<file path="src/rtl/modular_addsub_pipe.sv">
// modular_addsub_pipe: multi-lane modular add/subtract, two register stages.
// S1 holds the raw (DATA_WIDTH+1)-bit sum/difference per lane; S2 holds the
// corrected residue. Valid/ready handshake on both sides with bubble collapse.
module modular_addsub_pipe #(
    parameter int DATA_WIDTH = 14,
    parameter int MODULUS    = 12289,
    parameter int LANES      = 2
) (
    input  logic                        clk,
    input  logic                        rst,
    input  logic                        in_valid,
    output logic                        in_ready,
    input  logic [LANES-1:0]            mode,
    input  logic [LANES*DATA_WIDTH-1:0] x_in,
    input  logic [LANES*DATA_WIDTH-1:0] y_in,
    output logic                        out_valid,
    input  logic                        out_ready,
    output logic [LANES*DATA_WIDTH-1:0] z_out,
    output logic                        range_err,
    input  logic                        err_clear,
    output logic [15:0]                 op_count
);

    localparam int W = DATA_WIDTH;
    localparam logic [W-1:0] MOD_W = W'(MODULUS);
    localparam logic [W:0]   MOD_X = (W+1)'(MODULUS);

    // Subtraction fix-up: a set borrow bit means the difference wrapped, add M back.
    function automatic logic [W-1:0] fix_sub(input logic [W:0] raw);
        logic [W:0] t;
        t = raw[W] ? ({1'b0, raw[W-1:0]} + MOD_X) : {1'b0, raw[W-1:0]};
        return t[W-1:0];
    endfunction

    // Addition fix-up: one conditional subtraction of M.
    function automatic logic [W-1:0] fix_add(input logic [W:0] raw);
        logic [W:0] t;
        t = (raw >= MOD_X) ? (raw - MOD_X) : raw;
        return t[W-1:0];
    endfunction

    logic                    vld_p1_q;
    logic [LANES-1:0]        mode_p1_q;
    logic [LANES-1:0][W:0]   raw_p1_q;
    logic [LANES-1:0][W:0]   raw_p1_d;
    logic                    oor_p0;
    logic [W-1:0]            xl;
    logic [W-1:0]            yl;

    logic                    vld_p2_q;
    logic [LANES*W-1:0]      z_p2_q;
    logic [LANES*W-1:0]      z_p2_d;

    logic                    range_err_q;
    logic                    range_err_d;
    logic [15:0]             op_count_q;
    logic                    adv_p2;
    logic                    in_fire;
    logic                    out_fire;

    // S2 may load whenever it is empty or its content leaves this cycle;
    // S1 may load whenever S2 advances or S1 itself is empty.
    assign adv_p2    = !vld_p2_q || out_ready;
    assign in_ready  = rst || adv_p2 || !vld_p1_q;
    assign in_fire   = in_valid && in_ready;
    assign out_fire  = vld_p2_q && out_ready;

    assign out_valid = vld_p2_q;
    assign z_out     = z_p2_q;
    assign range_err = range_err_q;
    assign op_count  = op_count_q;

    // ---- stage 0 -> 1: raw per-lane sum/difference and operand range check
    always_comb begin
        raw_p1_d = '0;
        oor_p0   = 1'b0;
        xl       = '0;
        yl       = '0;
        for (int i = 0; i < LANES; i++) begin
            xl = x_in[i*W +: W];
            yl = y_in[i*W +: W];
            if (mode[i]) begin
                raw_p1_d[i] = {1'b0, xl} + {1'b0, yl};
            end else begin
                raw_p1_d[i] = {1'b0, xl} - {1'b0, yl};
            end
            if ((xl >= MOD_W) || (yl >= MOD_W)) begin
                oor_p0 = 1'b1;
            end
        end
    end

    // S1 valid bit: refilled from the input whenever S1 is allowed to move.
    always_ff @(posedge clk) begin
        if (rst) begin
            vld_p1_q <= 1'b0;
        end else if (in_ready) begin
            vld_p1_q <= in_valid;
        end
    end

    // S1 data: captured only on an accepted input, otherwise held.
    always_ff @(posedge clk) begin
        if (in_fire) begin
            raw_p1_q  <= raw_p1_d;
            mode_p1_q <= mode;
        end
    end

    // ---- stage 1 -> 2: modular correction per lane
    always_comb begin
        z_p2_d = '0;
        for (int i = 0; i < LANES; i++) begin
            z_p2_d[i*W +: W] = mode_p1_q[i] ? fix_add(raw_p1_q[i]) : fix_sub(raw_p1_q[i]);
        end
    end

    // S2 valid bit: takes S1's valid whenever S2 advances, so bubbles collapse.
    always_ff @(posedge clk) begin
        if (rst) begin
            vld_p2_q <= 1'b0;
        end else if (adv_p2) begin
            vld_p2_q <= vld_p1_q;
        end
    end

    // S2 result: loaded only with a real op so z_out stays put across stalls and bubbles.
    always_ff @(posedge clk) begin
        if (rst) begin
            z_p2_q <= '0;
        end else if (adv_p2 && vld_p1_q) begin
            z_p2_q <= z_p2_d;
        end
    end

    // Sticky range error: a new error on an accepted input beats a clear.
    always_comb begin
        range_err_d = (range_err_q && !err_clear) || (in_fire && oor_p0);
    end

    // Range-error flag register.
    always_ff @(posedge clk) begin
        if (rst) begin
            range_err_q <= 1'b0;
        end else begin
            range_err_q <= range_err_d;
        end
    end

    // Completed output transfers, free-running 16-bit wrap.
    always_ff @(posedge clk) begin
        if (rst) begin
            op_count_q <= 16'd0;
        end else if (out_fire) begin
            op_count_q <= op_count_q + 16'd1;
        end
    end

endmodule

</file>
<file path="config.mk">
export PLATFORM = sky130hd
export DESIGN_NAME = modular_addsub_pipe
export DESIGN_NICKNAME = d
export VERILOG_FILES = /design/src/rtl/modular_addsub_pipe.sv
export SDC_FILE = /design/constraint.sdc
export NUM_CORES = 1
export LEC_CHECK = 0
export ABC_AREA = 1
export CORE_ASPECT_RATIO = 0.8
export CORE_MARGIN = 5
export CORE_UTILIZATION = 40
export CTS_CLUSTER_DIAMETER = 120
export DETAILED_ROUTE_END_ITERATION = 8
export PLACE_DENSITY = 0.73
export SLEW_MARGIN = 20
export SYNTH_ARGS = -nofsm -noshare
export SYNTH_HDL_FRONTEND = slang
export SYNTH_SLANG_ARGS = --single-unit
export TNS_END_PERCENT = 100
</file>
<file path="constraint.sdc">
create_clock -name clk -period 4.3 [get_ports clk]
set_input_delay 1.075 -clock clk [delete_from_list [all_inputs] [get_ports clk]]
set_output_delay 1.075 -clock clk [all_outputs]
set_load 0.02 [all_outputs]
</file>
==> impl_metrics.tcl, run 1 <==
set metrics [dict create \
    async_reset_ff_share_pct 0 \
    clock_tree.htree_level_count 3 \
    worst-endpoint-required_ns 3.22 \
    syn_area_um2 7281 \
    cts.path.max_buffers 2 \
    holdCritStartpoint "op_count[6]$_SDFFE_PP0P_" \
    finalSetupViolations 0 \
    synth_seq_area_share_pct 26.12 \
    clock.fmax_mhz 263.2 \
    post-route-period-util_pct 88.37 \
    finalWorstPathRequiredPeriod_ns 3.800 \
    hold_class "flop to flop" \
    netlist_top_cells_area "nand2_1 15%, edfxtp_1 13%, dfxtp_1 13%" \
    synth_fp_nets 1232 \
    cts_tree "done" \
    power.combinational.fraction_pct 36.7 \
    postCtsSetupBuffers 0 \
    route.met3.wl_um 1393 \
    dr.first_iter.drc_count 583 \
    yosys.area.top_type "nand2_1" \
    worst_pin_slew_ns 0.6463 \
    power-per-cell-area_nw_per_um2 327.3 \
    timing.critical_path.fanout_max 2 \
    finalMaxSlewViolations 0 \
    drt.antenna.violating_nets 0 \
    post_synth_inst_count 1118 \
    drt_pre_antenna_iters 5 \
    antenna_violations_before_repair 0 \
    synth_warnings 0 \
    fin_worst_hold_slack_ns 0.4733 \
    via_density_per_instance 4.948 \
    setup.worst_path.class "input pin to primary output" \
    ys_seq_elements 79 \
    dieArea_um2 21020 \
    critPathLaunch "out_ready" \
    first_global_vias 6505 \
    sw_ratio_pct 37.17 \
    post-synth-top-area-fraction_pct 15.26 \
    drc 0 \
    timing.clock.skew_ns 0.008381 \
    timing.max_cap.violations 0 \
    crit-reg2reg-launch "raw_p1_q[29]$_DFFE_PP_" \
    routed-via-count 7150 \
    timing.max_slew.rel_slack_pct 56.91 \
    grt_start_max_net_pins 34 \
    global_route_wire_length_before_repair_um 31260 \
    cts_inserted_buffers 9 \
    pin_count 110 \
    core.rowCount 44 \
    area_delta_synth_final_pct 21.19 \
    clkSinkCount 79 \
    timing.final.hold_violations 0 \
    hpwl_um 14940 \
    die_outline_width_um 160.8 \
    route.layer.met1.wl_um 9994 \
    num_antenna_cells 0 \
    routed_wire_length_per_instance_um 12.97 \
    synth.cells.most_frequent "296 x nand2_1, 165 x nor2_1, 116 x inv_1, 74 x xor2_1, 65 x nand3_1" \
    clock_insertion_delay_worst_skew_ns 0.34 \
    power.switching_mw 1.073 \
    critical_path.endpoint_type "primary output" \
    die_h_um 130.7 \
    sequentialPowerShare_pct 35.9 \
    arrival_ns 2.73 \
    coreArea_um2 18000 \
    startpoint_type "input pin" \
    yosysMostFrequentCell "nand2_1" \
    aggregate_global_routing_overflow 0 \
    clk_pin_slew_worst_paths_ns 0.05 \
    top_layer "met4" \
    routed-wl-met2_um 7039 \
    drive_gt1_share_pct 5.185 \
    ctsResizeCount 0 \
    cts_root_buffer "clkbuf_16" \
    clock_power_share_pct 27.4 \
    power.leakage_nw 3.935 \
    global_route.usage.total_pct 18.00 \
    initial_core_util_pct 40.44 \
    peakVddDrop_mv 0.1869 \
    outcome "finished clean" \
    dominantRegCellSynth "dfxtp_1" \
    buffer_ports.inserted 109 \
    cell_internal_pwr_mw 1.814 \
    nets 1324 \
    synth_area_per_inst_um2 6.512 \
    synth_edf_count 32 \
    cts-hold-fix-buffers 0 \
    fin_setup_tns_ns 0 \
    synth_cell_types 39 \
    rsz_0062_raised_after_global_routing "false" \
    wirelength_um 18740 \
    place.gp.congestion 0.9228 \
]
## worst max-delay path, cell delays in order
cell and delay, ns:
clkdlybuf4s50_1 0.42, nor2_1 0.24, inv_1 0.09, nor3_1 0.26
inv_1 0.09, clkdlybuf4s50_1 0.55
## layout by cell type, fill, tap and decap left out, drive strengths merged
cell type and instances:
and2 2, o21bai 2, or2 6, clkbuf 13
nor3b 1, o31ai 3, xor2 74, dfxtp 47
edfxtp 32, nand2 298, xnor2 9, o21ai 79
buf 5, a21oi 57, o2111ai 2, nor3 30
nand4 14, a31oi 5, clkinv 2, fa 2
bufinv 1, a21o 1, nand3b 2, clkdlybuf4s50 109
nor4 2, inv 126, nand3 69, ha 49
nor2 173
## through the flow
step / utilization (%) / power (mW) / cell area, um^2 / instances / worst slack, ns
after global routing: 49.01 / 3.107 / 8823 / 1445 / 0.3826
after detailed placement: 47.28 / 2.098 / 8512 / 1429 / 0.4111
final: 49.01 / 2.888 / 8823 / 1445 / 0.4999
after floorplan: - / 1.811 / 7281 / 1118 / 1.102
after global placement: 47.28 / 2.077 / 8512 / 1429 / 0.4592
after CTS: 49.01 / 2.909 / 8823 / 1445 / 0.4959
## flip-flops by register name (all words and copies together) (netlist names)
signal	cells
raw_p1_q	30
z_out	28
op_count	16
mode_p1_q	2
out_valid	1
range_err	1
vld_p1_q	1
## power by group through the flow
stage               clock network, mW  logic (mW)  registers, mW
finish                          0.792        1.06           1.04
floorplan                           0       0.810           1.00
global route                    0.848        1.21           1.05
detailed placement                  0        1.05           1.05
global placement                    0        1.03           1.04
CTS                             0.820        1.06           1.03
## cell type report
class,count,area (um^2)
Clock buffer,13,271.5
Fill cell,1803,9179
Tap cell,230,287.8
Inverter,126,473.0
Clock inverter,3,40.04
Multi-Input combinational cell,880,4721
Timing Repair Buffer,114,1129
Sequential cell,79,1902
## cells by family (layout without fill, tap and decap cells)
kind of cell | after synthesis | count (layout) | synth area share, %
AOI/OAI and AO/OA | 149 | 149 | 11.15
and+or+nand+nor | 597 | 597 | 34.59
xor gates and xnor gates | 83 | 83 | 9.985
adders and majority gates | 51 | 51 | 8.971
buffers and inverters | 159 | 256 | 9.177
DFF | 79 | 79 | 26.12
## worst paths after layout
| kind | end | slack, ns | depth (start not counted) |
|---|---|---|---|
| hold reg to reg | op_count[6]$_SDFFE_PP0P_ | 0.47 | 2 |
| setup / recovery | in_ready | 0.50 | 6 |
| setup reg to reg | z_out[15]$_SDFFE_PP0P_ | 1.95 | 7 |
| hold / removal | op_count[6]$_SDFFE_PP0P_ | 0.47 | 2 |
## per-layer routing
layer  track usage (%)  vias to the layer above
met1             27.42                     3102
met4             5.015                        0
met3             3.826                       25
met2             25.55                      245
met5                 0                        -
li1                  -                     3778
Note: power is estimated with default switching activity, not from simulation.
==> run 2: changes to the inputs <==
ABC_CLOCK_PERIOD_IN_PS = 4300   (was not set)
DONT_BUFFER_PORTS = 1   (was not set)
PLACE_DENSITY = 0.65   (was 0.73)
==> impl_metrics.tcl, run 2 (synthesis results as in run 1) <==
set metrics [dict create \
    outcome "finished clean" \
    drt.antenna.violating_nets 0 \
    hpwl_um 14620 \
    clock_tree.htree_level_count 3 \
    grt_start_max_net_pins 45 \
    clock.fmax_mhz 323.8 \
    hold_class "flop to flop" \
    timing.clock.skew_ns 0.006355 \
    cts_inserted_buffers 9 \
    rsz_0062_raised_after_global_routing "false" \
    r2r_slack_ns 1.95 \
    fin_setup_tns_ns 0 \
    dpl-instance-area_um2 7406 \
    drive_gt1_share_pct 5.525 \
    postCtsSetupBuffers 0 \
    timing.max_cap.violations 0 \
    worst-endpoint-required_ns 4.38 \
    routed-via-count 6751 \
    wirelength_um 18410 \
    timing.critical_path.fanout_max 5 \
    power.combinational.fraction_pct 32.4 \
    nets 1213 \
    timing.final.hold_violations 0 \
    via_density_per_instance 5.061 \
    global_route.usage.total_pct 17.71 \
    first_global_vias 6213 \
    drt_pre_antenna_iters 5 \
    ctsResizeCount 0 \
    critical_path.endpoint_type "flop" \
    antenna_violations_before_repair 1 \
    timing.max_slew.rel_slack_pct 30.46 \
    hold_end "out_valid$_SDFFE_PP0N_" \
    buffer_ports.inserted 0 \
    rr_worst_depth 11 \
    sw_ratio_pct 37.73 \
    sequentialPowerShare_pct 39.3 \
    clock_insertion_delay_worst_skew_ns 0.34 \
    aggregate_global_routing_overflow 0 \
    power.leakage_nw 3.513 \
    core.rowCount 44 \
    cell_internal_pwr_mw 1.707 \
    clk_pin_slew_worst_paths_ns 0.06 \
    rr_endpoint "z_out[23]$_SDFFE_PP0P_" \
    power.switching_mw 1.034 \
    largest_reg_flops 30 \
    place.gp.congestion 0.9442 \
    clkSinkCount 79 \
    cts_tree "done" \
    post-route-period-util_pct 71.82 \
    cts-hold-fix-buffers 0 \
    crit-reg2reg-launch "raw_p1_q[29]$_DFFE_PP_" \
    global_route_wire_length_before_repair_um 30520 \
    pin_count 110 \
    finalMaxSlewViolations 0 \
    dieArea_um2 21020 \
    finalWorstPathRequiredPeriod_ns 3.088 \
    clock_power_share_pct 28.3 \
    setup.worst_path.class "input pin to flop" \
    stdcell_area_um2 7707 \
    num_antenna_cells 0 \
    routed_wire_length_per_instance_um 13.80 \
    top_register "raw_p1_q" \
    dr.first_iter.drc_count 529 \
    initial_core_util_pct 40.44 \
    peakVddDrop_mv 0.1767 \
    finalSetupViolations 0 \
    die_h_um 130.7 \
    mostFrequentLayoutCell "nand2_1" \
    startpoint_type "input pin" \
    coreArea_um2 18000 \
    die_outline_width_um 160.8 \
    worstHoldPathCells 2 \
    drc 0 \
    mostFrequentLayoutCells "296 x nand2_1, 163 x nor2_1, 116 x inv_1" \
    cts_root_buffer "clkbuf_16" \
    area_delta_synth_final_pct 5.860 \
    worst_pin_slew_ns 1.041 \
    cts.path.max_buffers 2 \
    arrival_ns 3.16 \
    holdCritStartpoint "vld_p1_q$_SDFFE_PP0N_" \
    fill_cells 1918 \
    power-per-cell-area_nw_per_um2 355.7 \
]
==> run 2: cell types whose count changed in the layout (fill, tap and decap cells not counted) <==
cell	delta
clkbuf_16	-1
clkdlybuf4s50_1	-109
buf_4	-2
inv_4	+1
clkinv_2	-1
clkbuf_8	+1
==> run 2: worst max-delay path: stages <==
cell	delay, ns
inv_1	0.11
ha_1	0.20
nand3_1	0.13
or2_2	0.30
nand2_1	0.09
o21ai_0	0.10
xor2_1	0.15
ha_1	0.34
a21oi_1	0.16
o21ai_0	0.09
a21oi_1	0.11
o21ai_0	0.12
xor2_1	0.17
==> run 2: cell type report <==
type | count | area, um^2 | area share [%]
inverters | 126 | 473.0 | 6.136
clock inverters | 3 | 41.29 | 0.5357
flip-flops and latches | 79 | 1902 | 24.68
well taps | 230 | 287.8 | 3.734
multi-input cells | 880 | 4721 | 61.25
repair buffers | 3 | 22.52 | 0.2922
clock buffers | 13 | 260.3 | 3.377
==> run 2: stage by stage <==
| step | cells | hold slack, ns | power (mW) | utilization (%) | setup slack (ns) |
|---|---|---|---|---|---|
| floorplan | 1118 | 0.4569 | 1.811 | - | 1.102 |
| global placement | 1318 | 0.5175 | 1.964 | 41.14 | 0.9281 |
| detailed placement | 1318 | 0.5234 | 1.973 | 41.14 | 0.9013 |
| CTS | 1334 | 0.5340 | 2.764 | 42.81 | 1.254 |
| global route | 1334 | 0.5814 | 2.957 | 42.81 | 0.9860 |
| finish | 1334 | 0.5302 | 2.742 | 42.81 | 1.212 |
==> run 2: power by group through the flow <==
stage	combinational, mW	sequential, mW	clock, mW
after floorplan	0.810	1.00	0
after global placement	0.874	1.09	0
after detailed placement	0.882	1.09	0
after CTS	0.888	1.07	0.802
after global routing	1.03	1.10	0.832
final	0.889	1.08	0.775
==> run 2: worst max-delay path by stage <==
| stage | startpoint | to | slack, ns | depth (start not counted) |
|---|---|---|---|---|
| finish | y_in[1] | raw_p1_q[13]$_DFFE_PP_ | 1.21 | 13 |
| global route | y_in[1] | raw_p1_q[14]$_DFFE_PP_ | 0.99 | 13 |
| CTS | y_in[1] | raw_p1_q[14]$_DFFE_PP_ | 1.25 | 13 |
| detailed placement | y_in[1] | raw_p1_q[14]$_DFFE_PP_ | 0.90 | 13 |
| global placement | y_in[1] | raw_p1_q[13]$_DFFE_PP_ | 0.93 | 13 |
| floorplan | y_in[1] | raw_p1_q[13]$_DFFE_PP_ | 1.10 | 13 |
==> run 2: layer usage <==
layer / global-route usage (%) / routed length [um]
met5: 0 / 13
met4: 4.965 / 231
met3: 6.177 / 1833
met2: 23.46 / 6567
met1: 26.76 / 9759
